[src/rtl/ones_count_scheduler.sv]
// Round-robin scheduler sharing one ones-count engine among N_REQ requesters.
// One-hot FSM: IDLE arbitrates, ISSUE starts the engine, WAIT collects the count (or times out), DONE pulses done.
//
//   state | meaning
//   IDLE  | no transfer; arbitrate among req from ptr
//   ISSUE | cnt_start held until the engine accepts it
//   WAIT  | wait for engine count or timeout
//   DONE  | one-cycle done pulse, advance ptr
module ones_count_scheduler #(
  parameter int N_REQ   = 4,
  parameter int R1_size = 8,
  parameter int R2_size = 4,
  parameter int TIMEOUT = 64
) (
  input  logic                       clock,
  input  logic                       reset,
  input  logic [N_REQ-1:0]           req,
  input  logic [N_REQ*R1_size-1:0]   req_data,
  output logic [N_REQ-1:0]           gnt,
  output logic [N_REQ-1:0]           done,
  output logic                       err,
  output logic [R2_size-1:0]         result,
  output logic                       busy,
  output logic                       cnt_start,
  output logic [R1_size-1:0]         cnt_data,
  input  logic                       cnt_ready,
  input  logic [R2_size-1:0]         cnt_count
);

  localparam int IDX_W = (N_REQ > 1) ? $clog2(N_REQ) : 1;
  localparam int TMO_W = $clog2(TIMEOUT + 1);

  typedef enum logic [3:0] {
    IDLE  = 4'b0001,
    ISSUE = 4'b0010,
    WAIT  = 4'b0100,
    DONE  = 4'b1000
  } state_t;

  state_t               state, state_nx;
  logic [IDX_W-1:0]     idx, ptr, win_idx;
  logic                 win_found;
  logic [R1_size-1:0]   op, win_data;
  logic [R2_size-1:0]   result_q;
  logic                 err_q;
  logic [TMO_W-1:0]     tmo;
  logic                 latch, capture, timeout;
  logic [2*N_REQ-1:0]   req_dbl;
  logic [IDX_W:0]       sum;
  logic [N_REQ-1:0]     idx_oh;

  // Rotate req so bit 0 is the ptr requester; the lowest set bit wins.
  always_comb begin
    req_dbl   = {req, req} >> ptr;
    win_found = 1'b0;
    win_idx   = '0;
    sum       = '0;
    for (int i = 0; i < N_REQ; i++) begin
      if (!win_found && req_dbl[i]) begin
        win_found = 1'b1;
        sum = {1'b0, ptr} + (IDX_W+1)'(i);
        if (sum >= (IDX_W+1)'(N_REQ)) sum = sum - (IDX_W+1)'(N_REQ);
        win_idx = sum[IDX_W-1:0];
      end
    end
  end

  always_comb begin
    win_data = '0;
    for (int i = 0; i < N_REQ; i++) begin
      if (win_idx == IDX_W'(i)) win_data = req_data[i*R1_size +: R1_size];
    end
  end

  // The engine holds cnt_ready from the previous count during the first WAIT cycle, so tmo==0 masks it.
  always_comb begin
    state_nx = state;
    latch    = 1'b0;
    capture  = 1'b0;
    timeout  = 1'b0;
    case (state)
      IDLE: begin
        if (win_found) begin
          latch    = 1'b1;
          state_nx = ISSUE;
        end
      end
      ISSUE: begin
        if (cnt_ready) state_nx = WAIT;
      end
      WAIT: begin
        if (tmo != '0 && cnt_ready) begin
          capture  = 1'b1;
          state_nx = DONE;
        end else if (tmo == TMO_W'(TIMEOUT)) begin
          timeout  = 1'b1;
          state_nx = DONE;
        end
      end
      DONE:    state_nx = IDLE;
      default: state_nx = IDLE;
    endcase
  end

  always_ff @(posedge clock or negedge reset) begin
    if (!reset) begin
      state    <= IDLE;
      idx      <= '0;
      ptr      <= '0;
      op       <= '0;
      result_q <= '0;
      err_q    <= 1'b0;
      tmo      <= '0;
    end else begin
      state <= state_nx;
      err_q <= timeout;
      if (latch) begin
        idx <= win_idx;
        op  <= win_data;
      end
      if (state == WAIT && state_nx == WAIT) tmo <= tmo + 1'b1;
      else                                   tmo <= '0;
      if (capture)      result_q <= cnt_count;
      else if (timeout) result_q <= '0;
      if (state == DONE) ptr <= (idx == IDX_W'(N_REQ-1)) ? '0 : idx + 1'b1;
    end
  end

  assign idx_oh    = N_REQ'(1) << idx;
  assign busy      = (state != IDLE);
  assign cnt_start = (state == ISSUE);
  assign cnt_data  = op;
  assign gnt       = busy ? idx_oh : '0;
  assign done      = (state == DONE) ? idx_oh : '0;
  assign err       = err_q;
  assign result    = result_q;

endmodule

[config.mk]
export PLATFORM = sky130hd
export DESIGN_NAME = ones_count_scheduler
export DESIGN_NICKNAME = d
export VERILOG_FILES = /design/src/rtl/ones_count_scheduler.sv
export SDC_FILE = /design/constraint.sdc
export NUM_CORES = 1
export LEC_CHECK = 0
export ABC_AREA = 0
export BUFFER_PORTS_ARGS = -buffer_cell sky130_fd_sc_hd__buf_4
export CAP_MARGIN = 20
export CORE_MARGIN = 2
export CORE_UTILIZATION = 48
export DETAILED_ROUTE_END_ITERATION = 16
export GPL_TIMING_DRIVEN = 0
export PLACE_DENSITY = 0.83
export RECOVER_POWER = 100
export SLEW_MARGIN = 20
export SYNTH_ARGS = -nofsm -noshare
export SYNTH_HDL_FRONTEND = slang
export SYNTH_SLANG_ARGS = --single-unit
[constraint.sdc]
create_clock -name clock -period 2.4 [get_ports clock]
set_input_delay 0.24 -clock clock [delete_from_list [all_inputs] [get_ports clock]]
set_output_delay 0.24 -clock clock [all_outputs]
set_load 0.01 [all_outputs]
==> results by group, run 1 <==
Clock tree
  • CTS Buf Count: 3
  • CTS Sinks: 28
  • Clock transition at path regs: 150 ps
  • # Post-CTS Setup Buffers: 0
  • Skew-Pair Late Insertion Delay: 330 ps
  • Post-cts sizing count: 0
  • Root Buffer: clkbuf_4
  • CTS Hold Bufs: 1
  • Clock tree buffer depth: 2
  • H-Tree Depth: 1
  • TritonCTS clock tree: done

Drt
  • DR pass1 iterations: 4
  • Routed WL per cell: 15.99 um
  • DRC Markers: 0
  • Final ANT Viol Nets: 0
  • Vias: 1618
  • Initial DRC count: 80
  • Routed Wire Length: 4541 um
  • Post-DR vias/cell: 5.697

Logic synthesis
  • Synth cell count leaders: 27 x dfrtp_1, 13 x o21ai_0, 12 x nand2_1, 11 x nand3_1, 10 x nor2_1
  • Area contributors post-synth: dfrtp_1 40%, ha_1 4.4%, a32oi_1 4.1%, o221ai_1 4.1%, o21ai_0 3.8%
  • Post-synth EDFFs: 0
  • Post-Syn Nets: 217
  • Top cell type by total area after synthesis: dfrtp_1
  • Seq cells post-synth: 28
  • Area share of the largest cell type after synthesis: 0.3985
  • Register area share after synthesis: 0.4140
  • Fraction of registers with async set/reset: 1.000
  • Top FF cell, synth: dfrtp_1
  • YS warnings: 0
  • Most numerous cell in the Yosys netlist: dfrtp_1
  • Post-Syn Area: 1695 um^2
  • Cell variety after synth: 45
  • Syn avg cell area: 10.09 um^2
  • Cells after Synth: 168

Floorplanning
  • Die Width: 63.43 um
  • Die area: 4023 um^2
  • Core ar.: 3363 um^2
  • Die height: 63.43 um
  • Placement row count: 21
  • # IOs: 66
  • Initial Util: 0.5041

Critical path
  • Worst setup SP type: flip-flop
  • Critical Path Source: state[0]
  • CP endpoint kind: flip-flop
  • R2R Path Start: state[0]
  • Worst Path Arrival: 2370 ps
  • CP Data Required Time: 2590 ps
  • Worst setup path class: reg -> reg
  • Crit path max fanout: 10

Cells and area
  • Final #Nets: 288
  • ANT cells: 0
  • Layout Area Growth over Synthesis: 28.93%
  • # fillers: 313
  • Layout cell share with drive strength beyond 1: 0.2605
  • Multi-input logic area: 905.9 um^2
  • Sequential cell area: 701.9 um^2

Placed design
  • RePlAce Congestion: 0.8633
  • Detail Placement HPWL: 3345 um
  • Number of port buffers: 65
  • Dpl ws: 462.1 ps

Timing
  • Finish-stage setup viols: 0
  • TNS Setup: 0 ps
  • Slew @ Worst Pin: 1479 ps
  • Final period utilization: 0.9112
  • Final setup margin: 213.0 ps
  • Slew headroom: 0.01433
  • Unrepaired setup endpoints after global routing: false
  • Pins Over Slew Limit: 0
  • Fin Clk Skew: 6.845 ps
  • Final hold vios: 0
  • Crit path time final: 2187 ps
  • Maximum clock frequency: 457.3 MHz

Min path
  • Hold path start: cnt_count[2]
  • Hold Crit Class: in -> reg

GRT
  • Vias in the first global route: 1590
  • Initial antenna violation count: 0
  • Gr ovfl total: 0
  • Largest net degree at the start of global routing: 29
  • Global Route Usage Sum: 0.2281
  • First-pass GRT wire length: 7217 um

Pwr
  • Register share of total power: 0.395
  • Pwr Density: 793.1 nW/um^2
  • Maximum VDD drop: 0.4375 mV
  • Leak Pwr: 0.9474 nW
  • Comb pwr share: 0.472
  • Sw Pwr: 0.7176 mW
  • Clock share of power: 0.133
  • Pint: 1.016 mW
  • Switch share: 0.4139

Outcome
  • Status: complete, no violations

Flow run
  • Max-capacitance violation count: 0
layout make-up:
cell class | count | share of cell area
Multi-Input combinational cell | 125 | 0.4144
Sequential cell | 28 | 0.3211
Timing Repair Buffer | 66 | 0.1935
Tap cell | 46 | 0.02633
Clock buffer | 4 | 0.01660
Inverter | 9 | 0.01546
Buffer | 6 | 0.01259
worst max-delay path, stage by stage, from the launching register on:
cell and delay (ps):
dfstp_1 620, nor4b_4 460, o31ai_4 250, a31oi_2 490
a32oi_1 220
path summary, 6_finish.rpt:
check,to,slack [ps],depth (start not counted)
setup / recovery,cnt_data[0],210,4
hold / removal,result[2],110,2
setup reg to reg,cnt_data[0],210,4
hold reg to reg,tmo[0],480,1
max in group asynchronous,tmo[3],770,2
min in group asynchronous,cnt_data[3],780,2
registers in the layout (all words and copies together), names as in the netlist:
signal / count
cnt_data: 8
tmo: 7
result: 4
state: 4
idx: 2
ptr: 2
err: 1
per-layer routing:
layer / routed length [um] / vias up / track usage / part of all wire
met3: 235 / 15 / 0.03571 / 0.052
met4: 148 / 0 / 0.1005 / 0.033
met5: 0 / - / 0 / 0
met1: 1879 / 771 / 0.2713 / 0.41
met2: 2277 / 67 / 0.4039 / 0.50
li1: - / 765 / - / -
placed cells by master (no fill, tap or decap), types with 3 or more instances in the layout:
cell	Yosys	layout
a22o_1	4	4
a32oi_1	8	8
and2_0	0	4
buf_4	1	46
clkbuf_1	2	22
clkbuf_4	0	3
dfrtp_1	27	27
ha_1	6	6
inv_1	9	9
nand2_1	12	12
nand3_1	11	11
nand3b_1	8	8
nor2_1	10	10
nor2b_1	8	8
o21ai_0	13	15
o221ai_1	8	8
xnor2_1	3	3
kinds of logic (layout without fill, tap and decap cells):
kind of cell / after synthesis / in the layout / share of synthesized area
AOI/OAI and AO/OA: 48 / 48 / 0.2391
xor gates and xnor gates: 5 / 5 / 0.02583
adders and majority gates: 6 / 6 / 0.04428
buffers and inverters: 15 / 85 / 0.03616
DFF: 28 / 28 / 0.4140
muxes: 2 / 2 / 0.01328
and+or+nand+nor: 64 / 64 / 0.2273
stage by stage:
| step | utilization | total power [mW] | std cells | hold slack, ps | instance area [um^2] |
|---|---|---|---|---|---|
| 2_1_floorplan | - | 1.201 | 168 | -55.59 | 1695 |
| 3_3_place_gp | 0.6663 | 1.571 | 279 | 172.4 | 2241 |
| 3_5_place_dp | 0.6663 | 1.611 | 279 | 178.7 | 2241 |
| 4_1_cts | 0.6801 | 1.855 | 284 | 108.6 | 2287 |
| 5_1_grt | 0.6499 | 1.857 | 284 | 95.63 | 2186 |
| 6_report | 0.6499 | 1.734 | 284 | 107.9 | 2186 |
power by group through the flow:
| stage | registers [mW] | clock network (mW) | logic (mW) |
|---|---|---|---|
| floorplan | 0.717 | 0 | 0.484 |
| global placement | 0.688 | 0 | 0.883 |
| detailed placement | 0.696 | 0 | 0.915 |
| CTS | 0.686 | 0.239 | 0.929 |
| global route | 0.699 | 0.260 | 0.898 |
| finish | 0.685 | 0.230 | 0.818 |
Note: power is estimated with default switching activity, not from simulation.
==> inputs of run 2 (changes only) <==
--- a/config.mk
+++ b/config.mk
@@ -7,13 +7,15 @@
 export LEC_CHECK = 0
 export ABC_AREA = 0
 export BUFFER_PORTS_ARGS = -buffer_cell sky130_fd_sc_hd__buf_4
-export CAP_MARGIN = 20
+export CELL_PAD_IN_SITES_DETAIL_PLACEMENT = 0
+export CELL_PAD_IN_SITES_GLOBAL_PLACEMENT = 1
 export CORE_MARGIN = 2
-export CORE_UTILIZATION = 48
+export CORE_UTILIZATION = 36
 export DETAILED_ROUTE_END_ITERATION = 16
 export GPL_TIMING_DRIVEN = 0
 export PLACE_DENSITY = 0.83
 export RECOVER_POWER = 100
+export SKIP_CTS_REPAIR_TIMING = 1
 export SLEW_MARGIN = 20
 export SYNTH_ARGS = -nofsm -noshare
 export SYNTH_HDL_FRONTEND = slang
==> results by group, run 2 (same netlist as run 1, synthesis figures left out) <==
Outcome
  • Status: complete, no violations

Placed design
  • Post-DP Area: 2248 um^2 (+0.34%)
  • Placed cells: 285 (+2.2%)
  • RePlAce Congestion: 0.7924 (-8.2%)
  • Detail Placement HPWL: 3313 um (-0.97%)
  • Number of port buffers: 65 (unchanged)

Critical path
  • Cell family contributing the most delay on the critical path: compound AO/OA/AOI/OAI gates
  • Critical path, cell by cell: nor4b_2 -> o31a_2 -> buf_4 -> o221ai_1 -> a32oi_1
  • CP Data Required Time: 2590 ps (about the same)
  • Critical R2R Capture: cnt_data[0]
  • Worst setup SP type: flip-flop
  • CP max stage delay: 610 ps (about the same)
  • CP bufs+invs: 1 (+1)
  • Worst Path Arrival: 2360 ps (about the same)
  • Register-to-register setup slack: 230 ps (+20 ps)
  • CP endpoint kind: flip-flop
  • R2r worst-path depth: 5 (+1)
  • Critical path's slowest cell: nor4b_2
  • R2R Path Start: state[0]
  • Worst setup path class: reg -> reg
  • Crit path max fanout: 10 (unchanged)

Cells and area
  • Layout cell share with drive strength beyond 1: 0.2647 (+0.004202)
  • Final Cell Area: 2212 um^2 (+1.2%)
  • ANT cells: 0 (unchanged)
  • # fillers: 463 (+48%)
  • Layout Area Growth over Synthesis: 30.48%
  • Post-route non-filler standard cell count: 290 (+2.1%)
  • Max FFs per register: 8 (unchanged)
  • Fin util: 0.4977 (-0.1522)
  • Final #Nets: 288 (unchanged)
  • Most frequent cells in the layout: 46 x buf_4, 27 x dfrtp_1, 22 x clkbuf_1
  • Commonest non-fill, non-tap cell in the layout: buf_4

Min path
  • Hold worst-path end: result[2]
  • Worst Hold Path Cells: 2 (unchanged)
  • Hold Crit Class: in -> reg
  • Hold path start: cnt_count[2]

Timing
  • Crit path time final: 2167 ps (-20.45 ps)
  • Fin Clk Skew: 2.085 ps (-4.760 ps)
  • TNS Setup: 0 ps (unchanged)
  • Slew @ Worst Pin: 1447 ps (-31.10 ps)
  • Pins Over Slew Limit: 0 (unchanged)
  • Finish-stage setup viols: 0 (unchanged)
  • Unrepaired setup endpoints after global routing: false
  • Final period utilization: 0.9027 (-0.008520)
  • Slew headroom: 0.03506 (+0.02073)
  • Final hold vios: 0 (unchanged)
  • Maximum clock frequency: 461.6 MHz (+0.94%)

Drt
  • Initial DRC count: 86 (+7.5%)
  • Vias: 1555 (-3.9%)
  • DR WL met3: 258 um (+9.8%)
  • DR pass1 iterations: 4 (unchanged)
  • Uppermost layer routed: met4
  • Routed WL per cell: 14.98 um (-6.3%)
  • Final ANT Viol Nets: 0 (unchanged)
  • Met2 WL: 1987 um (-13%)
  • Routed Wire Length: 4345 um (-4.3%)
  • DRC Markers: 0 (unchanged)
  • Post-DR vias/cell: 5.362 (-5.9%)
  • WL met1: 2032 um (+8.1%)

GRT
  • Gr ovfl total: 0 (unchanged)
  • Vias in the first global route: 1443 (-9.2%)
  • Global Route Usage Sum: 0.1629 (-0.06520)
  • Initial antenna violation count: 0 (unchanged)
  • First-pass GRT wire length: 6768 um (-6.2%)
  • Largest net degree at the start of global routing: 29 (unchanged)

Floorplanning
  • Die area: 5274 um^2 (+31%)
  • Core ar.: 4444 um^2 (+32%)
  • # IOs: 66 (unchanged)
  • Die height: 72.63 um (+14%)
  • Initial Util: 0.3815 (-0.1226)
  • Die Width: 72.63 um (+14%)
  • Placement row count: 24 (+14%)

Pwr
  • Leak Pwr: 0.9482 nW (about the same)
  • Pwr Density: 792.6 nW/um^2 (about the same)
  • Maximum VDD drop: 0.3207 mV (-27%)
  • Total power: 1.753 mW (+1.1%)

Clock tree
  • H-Tree Depth: 1 (unchanged)
  • CTS Buf Count: 3 (unchanged)
  • Skew-Pair Late Insertion Delay: 270 ps (-60 ps)
  • CTS Sinks: 28 (unchanged)
  • Root Buffer: clkbuf_8
  • Clock transition at path regs: 90 ps (-60 ps)
  • Clock tree buffer depth: 2 (unchanged)
  • TritonCTS clock tree: done

Flow run
  • Max-capacitance violation count: 0 (unchanged)
[run 2: changes by cell type in the layout (fill, tap and decap cells not counted)]
cell,previous run,this run
mux2_1,1,0
o21ai_0,15,14
nor4b_2,1,2
clkbuf_8,1,4
o21ai_1,0,1
a31oi_4,0,1
mux2_2,1,2
nor4b_4,1,0
a31oi_2,1,0
clkbuf_4,3,0
[run 2: how the worst max path moves through the flow]
stage / startpoint / end / depth (start not counted)
finish: state[0] / cnt_data[0] / 5
global route: state[2] / done[1] / 3
CTS: state[2] / done[2] / 3
detailed placement: state[0] / cnt_data[1] / 5
global placement: state[0] / cnt_data[1] / 4
floorplan: tmo[0] / result[0] / 6
[run 2: per-stage QoR]
| stage | hold slack, ps | setup slack, ps |
|---|---|---|
| finish | 177.8 | 233.5 |
| CTS | -124.2 | 209.4 |
| floorplan | -55.59 | 633.7 |
| global route | 181.1 | 50.03 |
| global placement | 177.2 | 501.3 |
| detailed placement | 178.2 | 495.0 |
[run 2: worst register-to-register path, cell delays in order (launching register included)]
cell      delay (ps)
dfstp_1          590
nor4b_2          610
o31a_2           320
buf_4            200
o221ai_1         180
a32oi_1          200
[run 2: cell type report]
class	instances	area (um^2)	share of cell area
sequential	28	701.9	0.3173
multi-input combinational	125	905.9	0.4095
timing repair buffer	66	422.9	0.1912
tap	52	65.06	0.02941
buffer	6	27.53	0.01244
clock buffer	4	55.05	0.02489
inverter	9	33.78	0.01527
[run 2: report_power, final]
part           switching (mW)  leakage, nW  internal [mW]  total (mW)
combinational           0.458        0.552          0.322       0.780
sequential             0.0878        0.368          0.594       0.682
clock                   0.144       0.0288          0.147       0.291
total                   0.690        0.948           1.06        1.75
[run 2: routing by layer]
metal | track usage | vias up
met4 | 0.04321 | 0
li1 | - | 763
met5 | 0 | -
met1 | 0.2448 | 718
met2 | 0.2485 | 66
met3 | 0.01934 | 8
==> inputs of run 3 (changes only) <==
--- a/config.mk
+++ b/config.mk
@@ -9,7 +9,6 @@
 export BUFFER_PORTS_ARGS = -buffer_cell sky130_fd_sc_hd__buf_4
 export CELL_PAD_IN_SITES_DETAIL_PLACEMENT = 0
 export CELL_PAD_IN_SITES_GLOBAL_PLACEMENT = 1
-export CORE_MARGIN = 2
 export CORE_UTILIZATION = 36
 export DETAILED_ROUTE_END_ITERATION = 16
 export GPL_TIMING_DRIVEN = 0
==> constraint.sdc (replaced) <==
create_clock -name clock -period 2.4 [get_ports clock]
set_input_delay 0.6 -clock clock [delete_from_list [all_inputs] [get_ports clock]]
set_output_delay 0.6 -clock clock [all_outputs]
set_load 0.01 [all_outputs]
==> results by group, run 3 (same netlist as run 1, synthesis figures left out) <==
Outcome
  • Status: finished, violations left
  • Failing checks: design-rule violations, max-capacitance violations, max-slew violations

Floorplanning
  • Die Width: 70.63 um (-2.8%)
  • Initial Util: 0.3815 (unchanged)
  • Placement row count: 24 (unchanged)
  • Die height: 70.63 um (-2.8%)
  • # IOs: 66 (unchanged)
  • Die area: 4988 um^2 (-5.4%)
  • Core ar.: 4444 um^2 (unchanged)

Clock tree
  • Root Buffer: clkbuf_8
  • Skew-Pair Late Insertion Delay: 280 ps (about the same)
  • H-Tree Depth: 1 (unchanged)
  • TritonCTS clock tree: done
  • CTS Sinks: 28 (unchanged)
  • CTS Buf Count: 3 (unchanged)
  • Clock transition at path regs: 100 ps (about the same)
  • Clock tree buffer depth: 2 (unchanged)

Pwr
  • Clock share of power: 0.206 (+0.040)
  • Pint: 1.136 mW (+6.8%)
  • Pwr Density: 828.5 nW/um^2 (+4.5%)
  • Switch share: 0.3815 (-0.01206)
  • Maximum VDD drop: 0.3037 mV (-5.3%)
  • Sw Pwr: 0.7008 mW (+1.6%)
  • Leak Pwr: 0.9510 nW (+0.29%)
  • Register share of total power: 0.379 (-0.010)
  • Comb pwr share: 0.415 (-0.030)

GRT
  • First-pass GRT wire length: 7120 um (+5.2%)
  • Gr ovfl total: 0 (unchanged)
  • Initial antenna violation count: 0 (unchanged)
  • Global Route Usage Sum: 0.1791 (+0.01617)
  • Largest net degree at the start of global routing: 29 (unchanged)
  • Vias in the first global route: 1534 (+6.3%)

Placed design
  • Detail Placement HPWL: 3293 um (-0.59%)
  • RePlAce Congestion: 0.7865 (-0.74%)
  • Placed cells: 285 (unchanged)
  • Number of port buffers: 65 (unchanged)
  • Dpl ws: 135.6 ps (-359.5 ps)

Critical path
  • CP endpoint kind: primary output
  • Critical path's slowest cell: nor4b_1
  • Critical path, cell by cell: nor4b_1 -> clkbuf_1
  • Worst Path Arrival: 1600 ps (-760 ps)
  • Crit path max fanout: 4 (-6)
  • Worst setup SP type: flip-flop
  • CP Data Required Time: 1800 ps (-790 ps)
  • CP max stage delay: 650 ps (+40 ps)
  • Worst setup path class: reg -> out

Timing
  • Pins Over Slew Limit: 28 (+28)
  • Slew headroom: -0.001232 (-0.03630)
  • Maximum clock frequency: 454.4 MHz (-1.6%)
  • Unrepaired setup endpoints after global routing: false
  • Finish-stage setup viols: 0 (unchanged)
  • Final period utilization: 0.9170 (+0.01430)
  • Final setup margin: 199.2 ps (-34.31 ps)
  • Final hold vios: 0 (unchanged)
  • Fin Clk Skew: 2.422 ps (+0.3375 ps)
  • Slew @ Worst Pin: 1502 ps (+54.44 ps)
  • Crit path time final: 2201 ps (+34.31 ps)

Cells and area
  • Sequential cell area: 701.9 um^2 (unchanged)
  • Most frequent cells in the layout: 44 x buf_4, 27 x dfrtp_1, 24 x clkbuf_1
  • Multi-input logic area: 912.1 um^2 (+0.69%)
  • Final #Nets: 287 (-0.35%)
  • Post-route non-filler standard cell count: 289 (-0.34%)
  • Commonest non-fill, non-tap cell in the layout: buf_4
  • Layout Area Growth over Synthesis: 30.78%
  • ANT cells: 0 (unchanged)
  • # fillers: 467 (+0.86%)
  • Max FFs per register: 8 (unchanged)
  • Layout cell share with drive strength beyond 1: 0.2658 (+0.001117)

Drt
  • Post-DR vias/cell: 5.388 (+0.48%)
  • Routed WL per cell: 15.52 um (+3.6%)
  • Vias: 1557 (+0.13%)
  • DRC Markers: 4 (+4)
  • Routed Wire Length: 4486 um (+3.2%)
  • DR pass1 iterations: 10 (+6)
  • Final ANT Viol Nets: 0 (unchanged)
  • Initial DRC count: 65 (-24%)

Min path
  • Hold Crit Class: reg -> reg

Flow run
  • Max-capacitance violation count: 1 (+1)
==> run 3: critical path: cells and delay by family (launching register included) <==
kind | cells | cell delay [ps]
simple gates | 1 | 650
flops | 1 | 460
buf+inv | 1 | 220
==> run 3: area by class of cell <==
class / instances / area share
Clock buffer: 3 / 0.01862
Inverter: 9 / 0.01524
Tap cell: 52 / 0.02935
Sequential cell: 28 / 0.3166
Buffer: 6 / 0.01072
Multi-Input combinational cell: 125 / 0.4114
Clock inverter: 1 / 0.01354
Timing Repair Buffer: 65 / 0.1845
==> run 3: final timing paths <==
check,startpoint,to,slack (ps),depth (start not counted)
worst max-delay path,state[3],cnt_start,200,2
worst min-delay path,tmo[0],tmo[0],490,1
worst max register to register,state[0],cnt_data[7],280,5
worst min register to register,tmo[0],tmo[0],490,1
max in group asynchronous,reset,ptr[1],860,1
min in group asynchronous,reset,result[0],670,1
==> run 3: stage by stage <==
stage	power [mW]	instance area [um^2]	hold WS, ps	util	setup TNS [ps]
final	1.837	2217	488.6	0.4989	0
after global routing	1.963	2217	518.0	0.4989	0
after detailed placement	1.587	2248	476.5	0.5059	0
after floorplan	1.201	1695	304.4	-	0
after global placement	1.576	2248	472.2	0.5059	0
after CTS	1.970	2320	233.6	0.5220	-345.7
==> run 3: power groups by stage <==
| stage | clock [mW] | sequential, mW | combinational (mW) |
|---|---|---|---|
| floorplan | 0 | 0.717 | 0.484 |
| global placement | 0 | 0.703 | 0.872 |
| detailed placement | 0 | 0.700 | 0.887 |
| CTS | 0.385 | 0.696 | 0.889 |
| global route | 0.401 | 0.714 | 0.848 |
| finish | 0.378 | 0.697 | 0.762 |
==> run 3: routing by layer <==
layer	track usage	share of wire
met1	0.2552	0.48
met2	0.2805	0.44
met3	0.04416	0.073
met4	0.03333	0.0018
met5	0	0
